<file path="src/rtl/uart_receiver.sv">
// UART receive path: 16x oversampled, centre-sampled, LSB-first frame decoder.
// Delivers each word with a one-cycle rx_done strobe and flags a low stop bit.
module uart_receiver #(
  parameter int DATA_BITS = 3,
  parameter int SB_TICK   = 16
) (
  input  logic                 clk,
  input  logic                 rst,
  input  logic                 tick,
  input  logic                 rx,
  output logic [DATA_BITS-1:0] dout,
  output logic                 rx_done,
  output logic                 frame_err
);

  localparam int NW = (DATA_BITS > 1) ? $clog2(DATA_BITS) : 1;

  typedef enum logic [1:0] {
    IDLE,
    START,
    DATA,
    STOP
  } state_e;

  state_e               state_q, state_d;
  logic                 rx_meta_q, rx_s_q;
  logic [3:0]           s_cnt_q, s_cnt_d;
  logic [NW-1:0]        n_q, n_d;
  logic [DATA_BITS-1:0] b_q, b_d;
  logic [DATA_BITS-1:0] dout_q, dout_d;
  logic                 rx_done_q, rx_done_d;
  logic                 frame_err_q, frame_err_d;

  // Two-flop synchronizer; resets to the idle line level.
  always_ff @(posedge clk or negedge rst) begin
    if (!rst) begin
      rx_meta_q <= 1'b1;
      rx_s_q    <= 1'b1;
    end else begin
      rx_meta_q <= rx;
      rx_s_q    <= rx_meta_q;
    end
  end

  always_ff @(posedge clk or negedge rst) begin
    if (!rst) begin
      state_q     <= IDLE;
      s_cnt_q     <= '0;
      n_q         <= '0;
      b_q         <= '0;
      dout_q      <= '0;
      rx_done_q   <= 1'b0;
      frame_err_q <= 1'b0;
    end else begin
      state_q     <= state_d;
      s_cnt_q     <= s_cnt_d;
      n_q         <= n_d;
      b_q         <= b_d;
      dout_q      <= dout_d;
      rx_done_q   <= rx_done_d;
      frame_err_q <= frame_err_d;
    end
  end

  always_comb begin
    state_d     = state_q;
    s_cnt_d     = s_cnt_q;
    n_d         = n_q;
    b_d         = b_q;
    dout_d      = dout_q;
    rx_done_d   = 1'b0;
    frame_err_d = frame_err_q;

    unique case (state_q)
      IDLE: begin
        if (!rx_s_q) begin
          state_d = START;
          s_cnt_d = '0;
        end
      end

      START: begin
        if (tick) begin
          if (s_cnt_q == 4'd7) begin
            s_cnt_d = '0;
            if (!rx_s_q) begin
              state_d = DATA;
              n_d     = '0;
            end else begin
              state_d = IDLE;
            end
          end else begin
            s_cnt_d = s_cnt_q + 4'd1;
          end
        end
      end

      DATA: begin
        if (tick) begin
          if (s_cnt_q == 4'd15) begin
            s_cnt_d = '0;
            // Shift in from the top so the first (LSB) bit ends at b[0].
            b_d = (b_q >> 1) | (DATA_BITS'(rx_s_q) << (DATA_BITS - 1));
            if (n_q == NW'(DATA_BITS - 1)) begin
              state_d = STOP;
            end else begin
              n_d = n_q + 1'b1;
            end
          end else begin
            s_cnt_d = s_cnt_q + 4'd1;
          end
        end
      end

      STOP: begin
        if (tick) begin
          if (s_cnt_q == 4'(SB_TICK - 1)) begin
            state_d     = IDLE;
            s_cnt_d     = '0;
            dout_d      = b_q;
            frame_err_d = ~rx_s_q;
            rx_done_d   = 1'b1;
          end else begin
            s_cnt_d = s_cnt_q + 4'd1;
          end
        end
      end

      default: state_d = IDLE;
    endcase
  end

  assign dout      = dout_q;
  assign rx_done   = rx_done_q;
  assign frame_err = frame_err_q;

endmodule

</file>
<file path="config.mk">
export PLATFORM = sky130hd
export DESIGN_NAME = uart_receiver
export DESIGN_NICKNAME = d
export VERILOG_FILES = /design/src/rtl/uart_receiver.sv
export SDC_FILE = /design/constraint.sdc
export NUM_CORES = 1
export LEC_CHECK = 0
export ABC_AREA = 1
export CORE_ASPECT_RATIO = 1.1
export CORE_MARGIN = 2
export CORE_UTILIZATION = 48
export CTS_BUF_LIST = sky130_fd_sc_hd__clkbuf_16
export DETAILED_ROUTE_END_ITERATION = 10
export GPL_TIMING_DRIVEN = 0
export PLACE_DENSITY = 0.71
export SLEW_MARGIN = 20
export SYNTH_ARGS = -nofsm -noshare
export SYNTH_HDL_FRONTEND = slang
export SYNTH_SLANG_ARGS = --single-unit
export TNS_END_PERCENT = 1
</file>
<file path="constraint.sdc">
create_clock -name clk -period 1.1 [get_ports clk]
set_input_delay 0.22 -clock clk [delete_from_list [all_inputs] [get_ports clk]]
set_output_delay 0.22 -clock clk [all_outputs]
set_load 0.01 [all_outputs]
</file>
==> results of run 1 <==
## cell usage after synthesis
cell | n | area [um^2]
nand2_1 | 31 | 116
dfrtp_1 | 16 | 400
inv_1 | 14 | 52.6
nand3_1 | 8 | 40.0
o21ai_0 | 8 | 40.0
nor2_2 | 6 | 37.5
nand2_2 | 4 | 25.0
nor2_1 | 4 | 15.0
o21ai_1 | 4 | 20.0
dfstp_2 | 2 | 52.6
ha_1 | 2 | 25.0
inv_2 | 2 | 7.51
a22oi_1 | 1 | 7.51
nand3_2 | 1 | 10.0
nand4_1 | 1 | 6.26
nor2_4 | 1 | 11.3
o21ai_2 | 1 | 8.76
xor2_1 | 1 | 8.76
## area by class of cell
cell class	instances	share of cell area (%)
sequential	18	38.3
multi-input combinational	73	37.4
timing repair buffer	14	10.7
clock buffer	3	6.32
inverter	16	5.05
tap	18	1.89
clock inverter	1	0.316
## per-layer routing
| layer | global-route usage [%] | wire length [um] | vias up |
|---|---|---|---|
| met5 | 0 | 0 | - |
| met4 | 12.7 | 55 | 0 |
| met3 | 3.33 | 82 | 8 |
| met1 | 24.5 | 736 | 366 |
| met2 | 33.6 | 971 | 25 |
| li1 | - | - | 375 |
## flip-flops by register name, summed over array words and instances (netlist names), named ones only
signal     cells
rx_done        1
n_q            2
rx_s_q         1
b_q            3
frame_err      1
s_cnt_q        4
dout           3
rx_meta_q      1
state_q        1
## final timing paths
path	startpoint	depth (start not counted)	end	slack (ns)
setup / recovery	s_cnt_q[1]$_DFFE_PN0P_	8	flip-flop	-0.17
hold / removal	rst	1	dout[2]$_DFFE_PN0P_	0.04
setup reg to reg	s_cnt_q[1]$_DFFE_PN0P_	8	flip-flop	-0.17
hold reg to reg	rx_meta_q$_DFF_PN1_	0	rx_s_q$_DFF_PN1_	0.35
max in group asynchronous	rst	1	asynchronous set/reset pin	0.53
min in group clk	rx_meta_q$_DFF_PN1_	0	rx_s_q$_DFF_PN1_	0.35
## where the power goes
| group | switching, mW | internal (mW) | total, mW |
|---|---|---|---|
| combinational | 0.647 | 0.424 | 1.07 |
| clock | 0.238 | 0.483 | 0.720 |
| sequential | 0.177 | 0.782 | 0.959 |
## through the flow
step | worst slack [ns] | area [um^2] | total power [mW] | utilization (%) | TNS, ns
floorplan | -0.0520 | 912 | 1.58 | - | -0.0905
global placement | -0.309 | 1010 | 1.72 | 57.6 | -5.36
detailed placement | -0.323 | 1010 | 1.75 | 57.6 | -5.76
CTS | -0.133 | 1170 | 2.68 | 66.6 | -1.06
global route | -0.257 | 1190 | 2.93 | 67.5 | -2.31
finish | -0.172 | 1190 | 2.75 | 67.5 | -1.15
## cell families (layout without fill, tap and decap cells)
family                   count (synthesis)  in the layout  share of synthesized area, %
XOR/XNOR                                 1              1                         0.990
AND/OR/NAND/NOR                         56             56                          29.6
adder cells (fa/ha/maj)                  2              2                          2.83
AO/OA/AOI/OAI                           14             14                          8.63
flip-flops                              18             18                          51.2
buffers and inverters                   16             34                          6.79
## placed cells by master (no fill, tap or decap)
cell type        netlist  layout
nand2_1               31      28
dfrtp_1               16      14
inv_1                 14      12
nand2_2                4       7
o21ai_0                8       7
buf_4                  0       6
o21ai_1                4       5
clkdlybuf4s15_1        0       5
inv_2                  2       4
nor2_4                 1       4
nor2_2                 6       4
nand3_1                8       4
nand3_2                1       3
nor2_1                 4       3
clkbuf_16              0       3
nand3_4                0       2
dfrtp_2                0       2
clkdlybuf4s50_1        0       2
dfstp_2                2       2
nand4_1                1       1
xor2_1                 1       1
o21ai_2                1       1
a22oi_1                1       1
ha_4                   0       1
ha_1                   2       1
clkinv_1               0       1
dlymetal6s2s_1         0       1
## what timing repair did
action | CTS | global route
pin swaps | 3 | 3
endpoints found under the setup margin | 21 | 31
hold endpoints to repair | 0 | 0
buffers inserted | 5 | 1
resized for setup | 21 | 5
==> results.sh, run 1 <==
export IMPL_outcome="finished, violations left"
export IMPL_violations="setup timing"
export IMPL_cts_hold_buf=0
export IMPL_grt_start_max_net_pins=19
export IMPL_synth_area_um2=885
export IMPL_drive_above_1_share_pct=31.2
export IMPL_overflow=0
export IMPL_drt_total_wl_um=1850
export IMPL_drtIter0Drc=8
export IMPL_period_share_pct=116
export IMPL_fin_cells=143
export IMPL_initial_utilization_pct=50.2
export IMPL_gp_congestion=0.808
export IMPL_crit_arrival_ns=1.40
export IMPL_dieWidth_um=44.9
export IMPL_clock_root_buffer="clkbuf_16"
export IMPL_hold_path_class="in -> async"
export IMPL_final_setup_viol_count=15
export IMPL_hpwlAfterDp_um=1150
export IMPL_path_delay_family="simple AND/OR/NAND/NOR gates"
export IMPL_n_antenna_cell=0
export IMPL_fill_cells=140
export IMPL_core_area_mm2=0.00176
export IMPL_grt_usage_pct=20.7
export IMPL_ys_ff_latch=18
export IMPL_cts_tree="done"
export IMPL_final_max_slew_viol_count=0
export IMPL_syn_to_final_growth_pct=34.4
export IMPL_drcViolationCount=0
export IMPL_grt_pass1_vias=779
export IMPL_cts_made_buffers=3
export IMPL_crit_slowest_cell="dfrtp_1"
export IMPL_fin_nets=132
export IMPL_clockBufferDepth=2
export IMPL_syn_inst=107
export IMPL_dieArea_mm2=0.00220
export IMPL_setup_slack_ns=-0.172
export IMPL_p_leak_nw=0.571
export IMPL_slew_headroom_pct=48.7
export IMPL_path_class="reg -> reg"
export IMPL_worst_path_largest_cell_delay_ns=0.39
export IMPL_max_freq_ghz=0.786
export IMPL_cp_num_buf_inv=0
export IMPL_floorplan_rows=16
export IMPL_clkLatencyLatePin_ns=0.25
export IMPL_clkSlewWorstSetupHoldPaths_ns=0.05
export IMPL_antenna_found_initial=0
export IMPL_cap_violations=0
export IMPL_ys_seq_area_share_pct=51.2
export IMPL_dp_cells=133
export IMPL_via_per_inst=5.41
export IMPL_htreeDepth=1
export IMPL_end_kind="flip-flop"
export IMPL_hold_viol_final=0
export IMPL_grt_first_pass_wirelength_um=3340
export IMPL_cts_sinks=18
export IMPL_multiInputGateArea_um2=444
export IMPL_synth_distinct_cells=18
export IMPL_crit_chain="ha_4 > nand3_2 > nand2_2 > nand2_2 > nor2_4 > nand3_2 > nand2_1 > nand2_1"
export IMPL_io_pins=9
export IMPL_hold_ws_ns=0.0351
export IMPL_startpoint_type="flip-flop"
export IMPL_regArea_um2=455
export IMPL_yosys_warnings=0
export IMPL_power_density_mw_per_mm2=2310
export IMPL_syn_avg_cell_area_um2=8.27
export IMPL_vdd_drop_max_uv=1400
export IMPL_wl_per_cell_um=12.9
export IMPL_required_ns=1.23
export IMPL_num_vias=774
export IMPL_drtPass1Iterations=6
export IMPL_worst_path_max_fanout=4
export IMPL_synth_net_count=113
export IMPL_rsz0062_at_grt="yes"
export IMPL_die_y_um=49.0
export IMPL_min_period_ns=1.27
export IMPL_drtAntennaViolNets=0
export IMPL_portBuffers=8
export IMPL_finClkSkew_ns=0.00224
export IMPL_tightest_slew_ns=0.769
Note: power is estimated with default switching activity, not from simulation.
==> run 2, diff against run 1 <==
HOLD_SLACK_MARGIN = 0.12   (was default)
==> results of run 2 <==
Same layout as run 1: the final DEF is identical, and so are final timing and power.
